### src/rtl/mc_datapath.sv
// Multicycle ARM-subset datapath: PC/IR/Data/A/B/ALUOut, 15-entry register file,
// immediate extension, 4-function ALU with NZCV flags and result/address muxing.
module mc_datapath (
    input  logic        clk,
    input  logic        reset,
    input  logic [31:0] ReadData,
    input  logic        PCWrite,
    input  logic        RegWrite,
    input  logic        IRWrite,
    input  logic        AdrSrc,
    input  logic [1:0]  RegSrc,
    input  logic        ALUSrcA,
    input  logic [1:0]  ALUSrcB,
    input  logic [1:0]  ResultSrc,
    input  logic [1:0]  ImmSrc,
    input  logic [1:0]  ALUControl,
    output logic [31:0] Adr,
    output logic [31:0] WriteData,
    output logic [31:0] Instr,
    output logic [3:0]  ALUFlags
);

    localparam int unsigned DW   = 32;
    localparam int unsigned AW   = 4;
    localparam int unsigned NREG = 15;
    localparam logic [AW-1:0] PC_ADDR = AW'(15);

    // architectural and inter-step registers
    logic [DW-1:0] pc;
    logic [DW-1:0] ir;
    logic [DW-1:0] data;
    logic [DW-1:0] a_reg;
    logic [DW-1:0] b_reg;
    logic [DW-1:0] aluout;
    logic [DW-1:0] rf [NREG];

    logic [AW-1:0] ra1;
    logic [AW-1:0] ra2;
    logic [AW-1:0] wa;
    logic [DW-1:0] rd1;
    logic [DW-1:0] rd2;
    logic [DW-1:0] ext_imm;
    logic [DW-1:0] src_a;
    logic [DW-1:0] src_b;
    logic [DW-1:0] b_op;
    logic          cin;
    logic [DW:0]   sum;
    logic [DW-1:0] alu_result;
    logic          flag_n;
    logic          flag_z;
    logic          flag_c;
    logic          flag_v;
    logic          arith;
    logic [DW-1:0] result;

    assign Instr     = ir;
    assign WriteData = b_reg;

    // register-file addressing
    always_comb begin
        ra1 = RegSrc[0] ? PC_ADDR : ir[19:16];
        ra2 = RegSrc[1] ? ir[15:12] : ir[3:0];
        wa  = ir[15:12];
    end

    // address 15 reads the live Result instead of a stored register
    always_comb begin
        rd1 = (ra1 == PC_ADDR) ? result : rf[ra1];
        rd2 = (ra2 == PC_ADDR) ? result : rf[ra2];
    end

    // immediate extension
    always_comb begin
        ext_imm = '0;
        case (ImmSrc)
            2'b00:   ext_imm = DW'(ir[7:0]);
            2'b01:   ext_imm = DW'(ir[11:0]);
            2'b10:   ext_imm = {{6{ir[23]}}, ir[23:0], 2'b00};
            default: ext_imm = '0;
        endcase
    end

    // ALU operand selection
    always_comb begin
        src_a = ALUSrcA ? pc : a_reg;
        src_b = '0;
        case (ALUSrcB)
            2'b00:   src_b = b_reg;
            2'b01:   src_b = ext_imm;
            2'b10:   src_b = DW'(4);
            default: src_b = '0;
        endcase
    end

    // subtraction reuses the adder as a + ~b + 1
    always_comb begin
        cin   = (ALUControl == 2'b01);
        b_op  = cin ? ~src_b : src_b;
        sum   = {1'b0, src_a} + {1'b0, b_op} + (DW+1)'(cin);
        arith = ~ALUControl[1];
        alu_result = '0;
        case (ALUControl)
            2'b00, 2'b01: alu_result = sum[DW-1:0];
            2'b10:        alu_result = src_a & src_b;
            default:      alu_result = src_a | src_b;
        endcase
    end

    // flags: overflow when both adder inputs agree in sign and the sum differs
    always_comb begin
        flag_n   = alu_result[DW-1];
        flag_z   = (alu_result == '0);
        flag_c   = arith & sum[DW];
        flag_v   = arith & (src_a[DW-1] == b_op[DW-1]) & (sum[DW-1] != src_a[DW-1]);
        ALUFlags = {flag_n, flag_z, flag_c, flag_v};
    end

    // result and memory address selection
    always_comb begin
        result = '0;
        case (ResultSrc)
            2'b00:   result = aluout;
            2'b01:   result = data;
            2'b10:   result = alu_result;
            default: result = '0;
        endcase
        Adr = AdrSrc ? result : pc;
    end

    // state update; reset wins over every enable
    always_ff @(posedge clk) begin
        if (reset) begin
            pc     <= '0;
            ir     <= '0;
            data   <= '0;
            a_reg  <= '0;
            b_reg  <= '0;
            aluout <= '0;
            for (int i = 0; i < int'(NREG); i++) begin
                rf[i] <= '0;
            end
        end else begin
            if (PCWrite) begin
                pc <= result;
            end
            if (IRWrite) begin
                ir <= ReadData;
            end
            data   <= ReadData;
            a_reg  <= rd1;
            b_reg  <= rd2;
            aluout <= alu_result;
            if (RegWrite && (wa != PC_ADDR)) begin
                rf[wa] <= result;
            end
        end
    end

endmodule
### config.mk
export PLATFORM = sky130hd
export DESIGN_NAME = mc_datapath
export DESIGN_NICKNAME = d
export VERILOG_FILES = /design/src/rtl/mc_datapath.sv
export SDC_FILE = /design/constraint.sdc
export NUM_CORES = 2
export LEC_CHECK = 0
export BUFFER_PORTS_ARGS = -buffer_cell sky130_fd_sc_hd__buf_2
export CAP_MARGIN = 15
export CORE_ASPECT_RATIO = 1.1
export CORE_MARGIN = 4
export CORE_UTILIZATION = 35
export DETAILED_ROUTE_END_ITERATION = 6
export GPL_ROUTABILITY_DRIVEN = 0
export PLACE_DENSITY = 0.62
export SETUP_SLACK_MARGIN = 0.02
export SLEW_MARGIN = 20
export SYNTH_ARGS = -nofsm -noshare
export SYNTH_HDL_FRONTEND = slang
export SYNTH_SLANG_ARGS = --single-unit
### constraint.sdc
create_clock -name clk -period 9.2 [get_ports clk]
set_input_delay 1.84 -clock clk [delete_from_list [all_inputs] [get_ports clk]]
set_output_delay 1.84 -clock clk [all_outputs]
set_load 0.02 [all_outputs]
== After elaboration in Yosys (flattened, before gate mapping) ==
Memories as Yosys holds them, arrays and structs flattened.
Cells that the tools add are included.

* Logic and storage cells: 56
* Input bits: 49
* Bits in writable memories: 480
* Bits in registers: 192
* Output and inout bits: 100
* Memories: 1

* $add $sub $neg: 2
* Bitwise operators: 7
* Equality and inequality tests: 13
* Reduce and logical (&&, ||, !) cells: 8
* Mux-type cells: 19

{| class="wikitable"
|+ Memories
! memory !! depth !! width !! rd ports !! clocked after memory_dff !! write ports !! RTL line !! text
|-
| rf || 15 || 32 || 2 || 0 || 15 || 35 || <nowiki>logic [DW-1:0] rf [NREG];</nowiki>
|}

{| class="wikitable"
|+ Operators by type and width
! operator !! number
|-
| 32-bit case mux with 3 select lines || 3
|-
| 32-bit 2-to-1 mux || 6
|-
| 32-bit case mux with 2 select lines || 1
|-
| 32-bit by 32-bit adder with 33-bit output || 1
|-
| 33-bit by 1-bit adder with 33-bit output || 1
|-
| 32-bit AND || 1
|-
| 32-bit zero test || 1
|-
| 32-bit NOT || 1
|-
| 32-bit OR || 1
|-
| 32-bit OR reduction || 1
|-
| 4-bit 2-to-1 mux || 3
|-
| 2-bit by 1-bit equality test with 1-bit output (second input constant) || 4
|-
| 2-bit equality test (second input constant) || 4
|-
| 4-bit equality test (second input constant) || 2
|-
| 2-bit zero test || 4
|-
| 1-bit 2-to-1 mux || 6
|-
| 4-bit != test (second input constant) || 1
|-
| 1-bit AND || 3
|-
| 2-bit OR reduction || 1
|-
| 1-bit equality test || 1
|-
| 1-bit logical AND || 1
|-
| 1-bit != test || 1
|-
| 1-bit NOT || 1
|}

== Logic depth before layout (Yosys ltp) ==
* Word-level depth: 10
* Mapped depth: 20
* Mapped depth without buffers: 17

== Worst setup path before layout ==
Ideal clock, no wire load.

* Path type: in2out
* From: input port ALUControl[0]
* To: output port ALUFlags[2]
* Cell stages on the path: 17
* Path slack: 1.568 ns
* Data arrival time: 5.792 ns
* Buffers on the path: 4
* Data required time: 7.360 ns
* Cells stage by stage: buf_2 > nor2b_1 > buf_2 > clkbuf_1 > xor2_1 > fa_1 > a211oi_2 > o31ai_4 > o2111ai_4 > a31oi_4 > a211oi_4 > o211ai_1 > o211a_1 > or4_1 > or3_1 > nor3_2 > buf_4

* Word-level cells in the longest chain between the ends: 6
* Elaborated cells between the ends (all ways): 9
* Classes of those cells: 2 x add/sub; 2 x eq/ne; 2 x mux; 3 x reduce/logical

{| class="wikitable"
|+ RTL lines
! element !! RTL line !! text
|-
| from (decl) || 16 || <nowiki>input logic [1:0] ALUControl,</nowiki>
|-
| 2-bit by 1-bit equality test with 1-bit output || 97, 102 ||
|-
| 32-bit 2-to-1 mux || 98 || <nowiki>b_op = cin ? ~src_b : src_b;</nowiki>
|-
| 32-bit by 32-bit adder with 33-bit output || 99 || <nowiki>sum = {1'b0, src_a} + {1'b0, b_op} + (DW+1)'(cin);</nowiki>
|-
| 33-bit by 1-bit adder with 33-bit output || 99 ||
|-
| 32-bit case mux with 2 select lines * || 102 || <nowiki>case (ALUControl)</nowiki>
|-
| 32-bit zero test * || 112 || <nowiki>flag_z = (alu_result == '0);</nowiki>
|-
| to (decl) || 20 || <nowiki>output logic [3:0] ALUFlags</nowiki>
|}

Every way passes the cells marked *; elsewhere a longest branch is shown, timed or not.

== Worst setup path in the final report ==
* From: input port ALUSrcA
* To: output port ALUFlags[2]

* Word-level cells in the longest chain between the ends: 5
* Elaborated cells between the ends (all ways): 7
* Classes of those cells: 2 x add/sub; 2 x mux; 2 x bitwise; 1 x reduce/logical

{| class="wikitable"
|+ RTL lines
! element !! RTL line !! text
|-
| from (decl) || 12 || <nowiki>input logic ALUSrcA,</nowiki>
|-
| 32-bit 2-to-1 mux * || 85 || <nowiki>src_a = ALUSrcA ? pc : a_reg;</nowiki>
|-
| 32-bit by 32-bit adder with 33-bit output || 99 ||
|-
| 33-bit by 1-bit adder with 33-bit output || 99 ||
|-
| 32-bit case mux with 2 select lines * || 102 ||
|-
| 32-bit zero test * || 112 ||
|}

Marked as above.

==> out/metrics.csv <==
stage;metric;value;unit
outcome;run status;finished, violations left;
outcome;violated checks;DRC;
layout;Finished Layout Cells;4736;
sta;RSZ-0062 raised after global routing;no;
global_route;met2 Use GR;38.9;%
layout;final net count;3383;
sta;Tmin final;8350;ps
drt;Initial DRC Count;3987;
sta;Worst Setup Slack, final;850;ps
power_and_ir_drop;Clk pwr share;36.6;%
drt;via density per instance;6.16;
clock_tree;CTS tree;built;
layout;share of layout cells above drive strength 1;20.0;%
global_route;routing layer with the top usage in global route;met2;
floorplan;Die Span Y;346;um
synthesis;Syn Inst Count;3276;
clock_tree;clk sink count;698;
synthesis;Synth area leader;edfxtp_1;
sta;setup_tns;0;ps
floorplan;I/O Pins;149;
synthesis;Post-synth ARST share;0;%
power_and_ir_drop;Tot Pwr;8.00;mW
clock_tree;hold_buf cts;0;
synthesis;Seq cells post-synth;698;
clock_tree;PostCTS Resize Cnt;0;
sta;fmax;120;MHz
clock_tree;CTS root buf;clkbuf_16;
synthesis;Seq/Total Area, Yosys;52.5;%
power_and_ir_drop;Leak;15.0;nW
sta;final setup fails;0;
placed_design;placed cell count;4603;
sta;Final Cycle Share;90.8;%
synthesis;top_reg_cell synth;edfxtp_1;
floorplan;Initial Utilization;35.4;%
global_route;grt met1 use;30.4;%
sta;final hold violation count;0;
power_and_ir_drop;power share of the combinational group;17.6;%
critical_path;Crit Path Class;input port to output port;
floorplan;Chip Width;315;um
power_and_ir_drop;VDD IR-drop max;0.146;mV
synthesis;syn_area_per_cell;11.1;um2
placed_design;placed instance area;0.0387;mm2
drt;Vias;29200;
clock_tree;CTS clk-pin slew, worst paths;70;ps
layout;largest reg by FF count;rf;
clock_tree;post-CTS setup buffer count;0;
global_route;antenna violations before repair;7;
placed_design;Port Buffers;148;
drt;routed len/inst;29.1;um
floorplan;Row Count;123;
global_route;total gr overflow;0;
sta;Worst-Margin Slew;1100;ps
global_route;GR Util met3;5.78;%
global_route;largest net degree at the start of global routing;101;
sta;fin. max-slew vios;0;
synthesis;Synth warnings;0;
synthesis;largest cells by area after synthesis;edfxtp_1 42%, mux4_2 11%, dfxtp_1 11%;
power_and_ir_drop;sw frac;29.2;%
synthesis;top cell type's share of synthesized area;41.9;%
clock_tree;CTS H-tree lvls;3;
global_route;Overall Global Routing Usage;24.6;%
synthesis;cell area after synthesis;0.0363;mm2
power_and_ir_drop;Sequential Power Share;45.8;%
layout;Largest register FFs;506;
drt;TritonRoute pass-1 iters;7;
power_and_ir_drop;pwr/cell area;195;mW/mm2
drt;ANT nets after route;0;
clock_tree;Num CTS Buffers;70;
critical_path;CP Data Required Time;7360;ps
drt;Routed WL;138;mm
floorplan;CORE AREA;0.102;mm2
placed_design;pre-CTS setup slack;914;ps
layout;final core utilization;39.9;%
synthesis;number of flops mapped to enable cells by yosys;506;
critical_path;Crit Path Max Fanout;13;
run;Max-Cap Viols;0;
placed_design;hpwl dp;81.1;mm
sta;Slew headroom;25.6;%
critical_path;Crit. End Element;output port;
sta;Clock Skew;24.6;ps
critical_path;CP arrival;6510;ps
layout;Area Overhead vs Synth;12.9;%
power_and_ir_drop;sw power;2.33;mW
clock_tree;worst-skew pair later-pin latency;660;ps
power_and_ir_drop;Int Power;5.67;mW
sta;Hold WS;494;ps
layout;design area;0.0409;mm2
floorplan;Die ar.;0.109;mm2
drt;Remaining DRCs;8;
global_route;first-pass GRT wire length;197;mm
global_route;vias in the first global route;28200;
layout;Layout fillers;9734;
clock_tree;Clock Tree Buf Depth;3;
critical_path;Setup crit start kind;input port;
synthesis;Netlist cell types;89;
min_path;Worst Hold Class;flop to flop;
## critical path, stage by stage
cell	delay (ps)
buf_2	400
mux2i_1	420
o21ai_1	210
and2_1	230
fa_1	480
a211oi_2	360
o31ai_4	160
o2111ai_4	290
a31oi_4	170
a211oi_4	460
o211ai_1	160
o211a_1	180
or4_1	390
or3_1	340
nor3_2	220
buf_2	210
## cell usage in the layout, fill, tap and decap left out, types with 31 or more instances in the layout
cell / count
a211oi_1: 76
a21oi_1: 148
buf_2: 147
buf_4: 106
clkbuf_16: 71
dfxtp_1: 190
edfxtp_1: 506
ha_1: 33
inv_1: 49
mux2_2: 33
mux2i_1: 73
mux4_2: 184
nand2_1: 197
nand3_1: 82
nor2_1: 709
nor2b_1: 54
o21ai_0: 70
o22ai_1: 49
xor2_1: 31
## cells in the mapped netlist (all sizes together) (24+ instances only)
cell type	instances
nor2	716
edfxtp	506
clkbuf	242
nand2	209
dfxtp	192
mux4	184
a21oi	162
buf	87
nand3	85
a211oi	79
mux2i	77
o21ai	76
nor2b	55
inv	49
o22ai	49
ha	33
mux2	33
o21a	31
xor2	31
o221ai	26
a22oi	25
a31oi	25
a2111oi	24
a221oi	24
maj3	24
## cell type report
type / count / area, um2 / share of cell area (%)
Timing Repair Buffer: 256 / 1580 / 3.87
Clock buffer: 93 / 1910 / 4.65
Clock inverter: 35 / 360 / 0.880
Sequential cell: 698 / 19000 / 46.5
Inverter: 50 / 188 / 0.458
Multi-Input combinational cell: 2224 / 16100 / 39.4
Tap cell: 1375 / 1720 / 4.20
Antenna cell: 5 / 12.5 / 0.0306
## kinds of logic (layout without fill, tap and decap cells)
group | count (synthesis) | count (layout) | share of synthesized area (%)
other cells | 1 | 31 | 0.0103
buf+inv | 379 | 434 | 4.15
flops | 698 | 698 | 52.5
simple gates | 1171 | 1171 | 13.7
fa+ha+maj | 58 | 58 | 1.86
xor+xnor | 53 | 53 | 1.28
mux | 294 | 294 | 14.6
compound gates | 622 | 622 | 11.8
## power by group through the flow
stage          combinational (mW)  sequential [mW]  clock (mW)
6_report                     1.41             3.67        2.93
3_3_place_gp                 1.37             3.72           0
4_1_cts                      1.38             3.66        2.94
5_1_grt                      1.49             3.68        3.06
3_5_place_dp                 1.38             3.73           0
2_1_floorplan               0.893             3.69           0
## path summary, 6_finish.rpt
kind / start / endpoint / slack (ps) / cells past startpoint
setup / recovery: ALUSrcA / ALUFlags[2] / 850 / 16
hold / removal: Instr[31]$_SDFFE_PP0P_ / Instr[31]$_SDFFE_PP0P_ / 490 / 2
setup reg to reg: WriteData[0]$_SDFF_PP0_ / a_reg[26]$_SDFF_PP0_ / 4030 / 14
hold reg to reg: Instr[31]$_SDFFE_PP0P_ / Instr[31]$_SDFFE_PP0P_ / 490 / 2
## metal layers
layer | vias up | routed length [um]
li1 | 12100 | -
met1 | 14300 | 48200
met2 | 2178 | 62800
met3 | 532 | 17100
met4 | 0 | 9810
met5 | - | 0
Note: power is estimated with default switching activity, not from simulation.
